==> src/rtl/seg7_scan_driver.sv <==
// seg7_scan_driver
//   Time-multiplexed NUM_DIGITS-digit hexadecimal seven-segment driver.
//   A load strobe captures a value, sign and decimal points.
//   Each digit is then driven in turn onto a shared active-low segment bus.
//   Leading zeros can be blanked, and a minus sign fills the first blanked
//   digit. A live blank input turns every digit off.
//
// Ports
//   clk    : system clock
//   rst    : synchronous reset, active high
//   load   : single-cycle strobe, captures value/neg/dp_in
//   value  : NUM_DIGITS hex nibbles, nibble 0 = least significant digit
//   neg    : show a minus sign left of the most significant shown digit
//   dp_in  : decimal point request per digit (1 = on)
//   blank  : 1 = all digits off (not latched)
//   HEX    : segments a..g, active low, registered
//   an     : digit enables, active low, one-hot-low, registered
//   dp     : decimal point, active low, registered
module seg7_scan_driver #(
    parameter int NUM_DIGITS  = 4,
    parameter int REFRESH_DIV = 50000,
    parameter int LZ_SUPPRESS = 1
) (
    input  logic                    clk,
    input  logic                    rst,
    input  logic                    load,
    input  logic [4*NUM_DIGITS-1:0] value,
    input  logic                    neg,
    input  logic [NUM_DIGITS-1:0]   dp_in,
    input  logic                    blank,
    output logic [0:6]              HEX,
    output logic [NUM_DIGITS-1:0]   an,
    output logic                    dp
);

    localparam int PW = (REFRESH_DIV > 1) ? $clog2(REFRESH_DIV) : 1;
    localparam int IW = (NUM_DIGITS > 1) ? $clog2(NUM_DIGITS) : 1;
    localparam logic [PW-1:0] PRESC_LAST = PW'(REFRESH_DIV - 1);
    localparam logic [IW-1:0] IDX_LAST   = IW'(NUM_DIGITS - 1);

    // Segment patterns are held as [6:0] with bit 6 = segment a, so the
    // literals read in the same a..g order as the HEX[0:6] port.
    function automatic logic [6:0] seg_code(input logic [3:0] nib);
        case (nib)
            4'h0: seg_code = 7'b0000001;
            4'h1: seg_code = 7'b1001111;
            4'h2: seg_code = 7'b0010010;
            4'h3: seg_code = 7'b0000110;
            4'h4: seg_code = 7'b1001100;
            4'h5: seg_code = 7'b0100100;
            4'h6: seg_code = 7'b0100000;
            4'h7: seg_code = 7'b0001111;
            4'h8: seg_code = 7'b0000000;
            4'h9: seg_code = 7'b0001100;
            4'hA: seg_code = 7'b0001000;
            4'hB: seg_code = 7'b1100000;
            4'hC: seg_code = 7'b0110001;
            4'hD: seg_code = 7'b1000010;
            4'hE: seg_code = 7'b0110000;
            default: seg_code = 7'b0111000;
        endcase
    endfunction

    logic [PW-1:0]           presc_q, presc_d;
    logic [IW-1:0]           idx_q, idx_d;
    // Load is staged one cycle before it reaches the shadow.
    // A load that coincides with a digit change therefore shows the new digit
    // with the old data for one cycle.
    logic                    ld_q, ld_d;
    logic [4*NUM_DIGITS-1:0] pend_val_q, pend_val_d;
    logic                    pend_neg_q, pend_neg_d;
    logic [NUM_DIGITS-1:0]   pend_dp_q, pend_dp_d;
    logic [4*NUM_DIGITS-1:0] shd_val_q, shd_val_d;
    logic                    shd_neg_q, shd_neg_d;
    logic [NUM_DIGITS-1:0]   shd_dp_q, shd_dp_d;
    logic [6:0]              hex_q, hex_d;
    logic [NUM_DIGITS-1:0]   an_q, an_d;
    logic                    dp_q, dp_d;

    logic                    tc;
    logic [NUM_DIGITS-1:0]   supp;
    logic [NUM_DIGITS-1:0]   minus_pos;
    logic                    all_zero;
    logic [3:0]              cur_nib;
    logic                    cur_supp;
    logic                    cur_minus;
    logic                    cur_dp;

    always_comb begin
        tc      = (presc_q == PRESC_LAST);
        presc_d = tc ? '0 : presc_q + 1'b1;
        idx_d   = idx_q;
        if (tc) begin
            idx_d = (idx_q == IDX_LAST) ? '0 : idx_q + 1'b1;
        end

        ld_d       = load;
        pend_val_d = load ? value : pend_val_q;
        pend_neg_d = load ? neg   : pend_neg_q;
        pend_dp_d  = load ? dp_in : pend_dp_q;
        shd_val_d  = ld_q ? pend_val_q : shd_val_q;
        shd_neg_d  = ld_q ? pend_neg_q : shd_neg_q;
        shd_dp_d   = ld_q ? pend_dp_q  : shd_dp_q;
    end

    // Digit i (i > 0) is suppressed when it and every digit above it are zero.
    // The minus sign goes into the lowest suppressed digit.
    always_comb begin
        supp      = '0;
        minus_pos = '0;
        all_zero  = 1'b1;
        for (int i = NUM_DIGITS - 1; i >= 1; i--) begin
            all_zero = all_zero && (shd_val_q[4*i +: 4] == 4'h0);
            supp[i]  = (LZ_SUPPRESS != 0) && all_zero;
        end
        for (int i = 1; i < NUM_DIGITS; i++) begin
            minus_pos[i] = shd_neg_q && supp[i] && ((i == 1) || !supp[i-1]);
        end
    end

    always_comb begin
        cur_nib   = 4'h0;
        cur_supp  = 1'b0;
        cur_minus = 1'b0;
        cur_dp    = 1'b0;
        an_d      = '1;
        for (int i = 0; i < NUM_DIGITS; i++) begin
            if (idx_q == IW'(i)) begin
                cur_nib   = shd_val_q[4*i +: 4];
                cur_supp  = supp[i];
                cur_minus = minus_pos[i];
                cur_dp    = shd_dp_q[i];
                an_d[i]   = 1'b0;
            end
        end

        if (cur_minus) begin
            hex_d = 7'b1111110;
        end else if (cur_supp) begin
            hex_d = 7'b1111111;
        end else begin
            hex_d = seg_code(cur_nib);
        end
        dp_d = ~cur_dp;

        if (blank) begin
            hex_d = 7'b1111111;
            an_d  = '1;
            dp_d  = 1'b1;
        end
    end

    always_ff @(posedge clk) begin
        if (rst) begin
            presc_q    <= '0;
            idx_q      <= '0;
            ld_q       <= 1'b0;
            pend_val_q <= '0;
            pend_neg_q <= 1'b0;
            pend_dp_q  <= '0;
            shd_val_q  <= '0;
            shd_neg_q  <= 1'b0;
            shd_dp_q   <= '0;
            hex_q      <= 7'b1111111;
            an_q       <= '1;
            dp_q       <= 1'b1;
        end else begin
            presc_q    <= presc_d;
            idx_q      <= idx_d;
            ld_q       <= ld_d;
            pend_val_q <= pend_val_d;
            pend_neg_q <= pend_neg_d;
            pend_dp_q  <= pend_dp_d;
            shd_val_q  <= shd_val_d;
            shd_neg_q  <= shd_neg_d;
            shd_dp_q   <= shd_dp_d;
            hex_q      <= hex_d;
            an_q       <= an_d;
            dp_q       <= dp_d;
        end
    end

    assign HEX = hex_q;
    assign an  = an_q;
    assign dp  = dp_q;

endmodule

==> config.mk <==
export PLATFORM = sky130hd
export DESIGN_NAME = seg7_scan_driver
export DESIGN_NICKNAME = d
export VERILOG_FILES = /design/src/rtl/seg7_scan_driver.sv
export SDC_FILE = /design/constraint.sdc
export NUM_CORES = 1
export LEC_CHECK = 0
export CAP_MARGIN = 30
export CORE_MARGIN = 5
export CORE_UTILIZATION = 55
export DETAILED_ROUTE_END_ITERATION = 12
export DONT_BUFFER_PORTS = 1
export PLACE_DENSITY = 0.7
export SLEW_MARGIN = 5
export SYNTH_ARGS = -nofsm -noshare
export SYNTH_HDL_FRONTEND = slang
export SYNTH_SLANG_ARGS = --single-unit
==> constraint.sdc <==
create_clock -name clk -period 2.8 [get_ports clk]
set_input_delay 0.28 -clock clk [delete_from_list [all_inputs] [get_ports clk]]
set_output_delay 0.28 -clock clk [all_outputs]
set_load 0.01 [all_outputs]
== After elaboration in Yosys (flattened, before gate mapping) ==
Memories as Yosys holds them, arrays and structs flattened.
Cells that the tools add are included.
W data, S select, Z words.
Word-level totals
  bits in registers: 73
  memory bits (read-only): 112
  output and inout bits: 12
  memories: 1
Memory list
  (name not given): words 16, width 7, read ports 1, clocked after Yosys merged registers in 0, write ports 0, RTL line 44  | case (nib)
Operators by class
  add/sub/neg operators: 2
  equality and inequality tests: 4
  mux-type cells: 21
  bitwise operators: 1
  reduce and logical (&&, ||, !) cells: 16
Operator list (number)
  $add A16 B1 Y16 const B: 1
  $eq A16 B16 Y1 const B: 1
  $mux W1: 16
  $mux W4: 4
  $logic_not A4 Y1: 3
  $logic_and A1 B1 Y1: 7
  $eq A2 B2 Y1 const B: 2
  $reduce_or A2 Y1: 2
  $reduce_or A4 Y1: 1
  $add A2 B1 Y2 const B: 1
  $eq A2 B1 Y1 const B: 1
  $logic_not A1 Y1: 2
  $logic_not A2 Y1: 1
  $mux W2: 1
  $not A1 Y1: 1

== Depth between registers and ports, before layout ==
  word-level depth: 8
  gate-level depth with buffers: 11
  mapped depth without buffers: 10

== Worst setup path before layout ==
OpenSTA, ideal clock, no wires.
  path kind: reg2reg
  from: register idx_q[0]
  to: register hex_q[0] (netlist: HEX[6])
  arrival time: 2.119 ns
  slack: 0.540 ns
  cell stages (with the launch flop): 11
  buffers on the path: 1
  cell sequence: dfxtp_1 -> inv_1 -> ha_1 -> buf_2 -> a211oi_1 -> a221o_1 -> inv_1 -> ha_1 -> mux2_4 -> a221oi_2 -> a41oi_1
On the way
  longest elaborated chain between the ends: 8
  elaborated cells between the ends (all ways): 17
Ends and longest elaborated chain
  start, declared: RTL line 65  | logic [IW-1:0] idx_q, idx_d;
  start signal, assigned: RTL line 169  | idx_q <= idx_d;
  $logic_not A2 Y1: RTL line 128  | if (idx_q == IW'(i)) begin
  $mux W4 (4 in a row): RTL line 128
  $mem_v2 Z16 W7
  $mux W1: RTL line 139  | end else if (cur_supp) begin
  $mux W1 *: RTL line 137  | if (cur_minus) begin
  end signal, assigned: RTL line 164  | hex_q <= 7'b1111111;
  end signal, assigned: RTL line 177  | hex_q <= hex_d;
  end, declared: RTL line 76  | logic [6:0] hex_q, hex_d;
Every way passes the cells marked *; elsewhere a longest branch is shown, timed or not.
A chain may end at the register's enable or synchronous reset.

== Final worst setup path ==
Same ends and word-level chain as after synthesis.

==> metrics.yaml <==
reg2reg_depth: 9
yosysUniqueCellTypes: 46
overflow: 0
grt_antenna_before_repair: 0
port-buffer-count: 0
ys.flop_type: "dfxtp_1"
firstDrtPassIters: 4
layout_commonest_cell: "dfxtp_1"
path_class: "reg -> reg"
crit_fanout: 14
clock_latency_ps: 340
required_ps: 3000
syn_area_mm2: 0.00314
io_pins: 37
drc: 0
ys_async_sr_fraction: 0
rows: 27
drive_above_1_share: 0.0671
coreArea_mm2: 0.00554
cts_hold_repair.buffers: 2
p_leak_nw: 1.37
num_antenna_cells: 0
grt_pass1_wl_um: 9780
yosysSeqAreaShare: 0.465
cts_resized: 0
num_vias: 2159
grt_pass1_vias: 2066
cts_sinks: 73
final_cell_mix: "dfxtp_1 (73), nor2_1 (66), mux2i_1 (46), nand2_1 (19), ha_1 (12)"
yosys_warnings: 0
hold_depth: 1
setup_ws_ps: 330
routed_via_density: 5.40
numCtsBuffers: 9
drv_cap: 0
finalHoldViolCount: 0
clock_path_buffers: 2
ys_seq_elements: 73
wl_um: 5720
tightest_slew_ps: 622
synthCells: 328
post-route-min-period_ps: 2470
setup_viol: 0
p_per_area_mw_per_mm2: 602
status: "finished clean"
hold_start: "load"
clkTransAtPathRegs_ps: 80
worstSetupEndpointType: "flip-flop"
synth_edf_count: 0
die_h_um: 85.6
dp.cells: 382
r2r_end: "HEX[6]$_SDFF_PP1_"
htreeDepth: 3
gp_congestion: 0.823
drv_slew: 0
cp_data_arrival_time_ps: 2670
nFillCells: 485
grt_max_degree: 45
start_util: 0.567
cts_setup_buffers: 0
clockRootBuffer: "clkbuf_8"
rsz0062_at_grt: "no"
fin_crit_sh: 0.882
relSlewSlack: 0.583
syn_avg_cell_area_um2: 9.57
syn_nets: 365
fmax_ghz: 0.405
pre_cts_slack_ps: 333
r2r_start: "idx_q[0]$_SDFFE_PP0P_"
r2r_setup_slack_ps: 330
final_cells: 400
setup_tns_ps: 0
ir_drop_v: 0.000353
fin_util: 0.611
hp-class: "in -> reg"
drtAntennaViolNets: 0
post_drt_wl_per_cell_um: 14.3
syn_to_final_growth_pct: 7.73
dp_hpwl_um: 3950
cts_tree: "done"
hold_path_end: "ld_q$_SDFF_PP0_"
die_w_um: 85.6
layout.nets: 360
gr-usage-all-layers: 0.169
first_iter_violations: 122
critPathLaunchType: "flip-flop"
final.setup_skew_ps: 6.52
dieArea_mm2: 0.00732
metrics by stage:
stage	power (W)	area, um^2	hold WS, ps
floorplan	0.00122	3140	423
global placement	0.00122	3150	358
detailed placement	0.00122	3150	359
CTS	0.00206	3380	59.0
global route	0.00213	3380	63.9
finish	0.00204	3380	73.9
how the worst max path moves through the flow:
stage	start	end	cells past startpoint
CTS	idx_q[0]$_SDFFE_PP0P_	HEX[6]$_SDFF_PP1_	9
global placement	idx_q[0]$_SDFFE_PP0P_	HEX[6]$_SDFF_PP1_	9
finish	idx_q[0]$_SDFFE_PP0P_	HEX[6]$_SDFF_PP1_	9
global route	idx_q[0]$_SDFFE_PP0P_	HEX[6]$_SDFF_PP1_	9
floorplan	idx_q[0]$_SDFFE_PP0P_	HEX[6]$_SDFF_PP1_	10
detailed placement	idx_q[0]$_SDFFE_PP0P_	HEX[6]$_SDFF_PP1_	9
where the power goes:
part | internal [W] | switching, W
Combinational | 0.0000535 | 0.0000568
Sequential | 0.00107 | 0.0000258
Clock | 0.000437 | 0.000388
Total | 0.00156 | 0.000471
state kept, by name, indices dropped and copies added (netlist names):
signal      cells
pend_neg_q      1
HEX             7
shd_dp_q        4
an              4
shd_val_q      16
shd_neg_q       1
idx_q           2
pend_dp_q       4
pend_val_q     16
ld_q            1
dp              1
presc_q        16
worst max-delay path, stage by stage (launching register included):
cell	delay (ps)
dfxtp_1	390
inv_1	80
ha_1	360
a211oi_1	280
a221o_1	290
inv_1	120
ha_1	260
mux2_4	290
a221oi_2	210
a41oi_1	60
synthesized netlist by cell type (2+ instances only):
master | instances | area (um^2)
dfxtp_1 | 73 | 1460
nor2_1 | 66 | 248
mux2i_1 | 46 | 460
nand2_1 | 19 | 71.3
ha_1 | 12 | 150
clkbuf_1 | 11 | 41.3
xor2_1 | 10 | 87.6
a21oi_1 | 9 | 45.0
inv_1 | 8 | 30.0
nand3_1 | 6 | 30.0
nand3b_1 | 5 | 37.5
a211oi_1 | 4 | 30.0
xnor2_1 | 4 | 35.0
and3_1 | 3 | 18.8
and4_1 | 3 | 26.3
buf_1 | 3 | 11.3
buf_2 | 3 | 15.0
nand4_1 | 3 | 18.8
nor3b_1 | 3 | 22.5
a21o_1 | 2 | 15.0
a221o_1 | 2 | 20.0
buf_6 | 2 | 22.5
nor2b_1 | 2 | 12.5
nor3_1 | 2 | 10.0
nor4_1 | 2 | 12.5
nor4b_1 | 2 | 17.5
o21ai_0 | 2 | 10.0
o21ai_1 | 2 | 10.0
o221ai_1 | 2 | 17.5
final cells by class:
cell class              instances  area, um^2  share of cell area
clock buffers                  10         138              0.0407
clock inverters                 6        67.6              0.0200
inverters                       8        30.0             0.00888
multi-input cells             228        1560               0.461
flip-flops and latches         73        1460               0.432
well taps                      72        90.1              0.0266
repair buffers                  3        37.5              0.0111
routing by layer:
metal  wire (um)  GRT usage
met1        2890      0.230
met2        2450      0.245
met3         288     0.0538
met4          93     0.0734
met5           0          0
logic make-up (layout without fill, tap and decap cells):
group	count (synthesis)	in the layout	share of synthesized area
DFF	73	73	0.465
muxes	47	47	0.151
AOI/OAI and AO/OA	32	32	0.0733
and+or+nand+nor	123	123	0.185
xor gates and xnor gates	14	14	0.0390
buffers and inverters	27	27	0.0382
adders and majority gates	12	12	0.0478
Note: power is estimated with default switching activity, not from simulation.
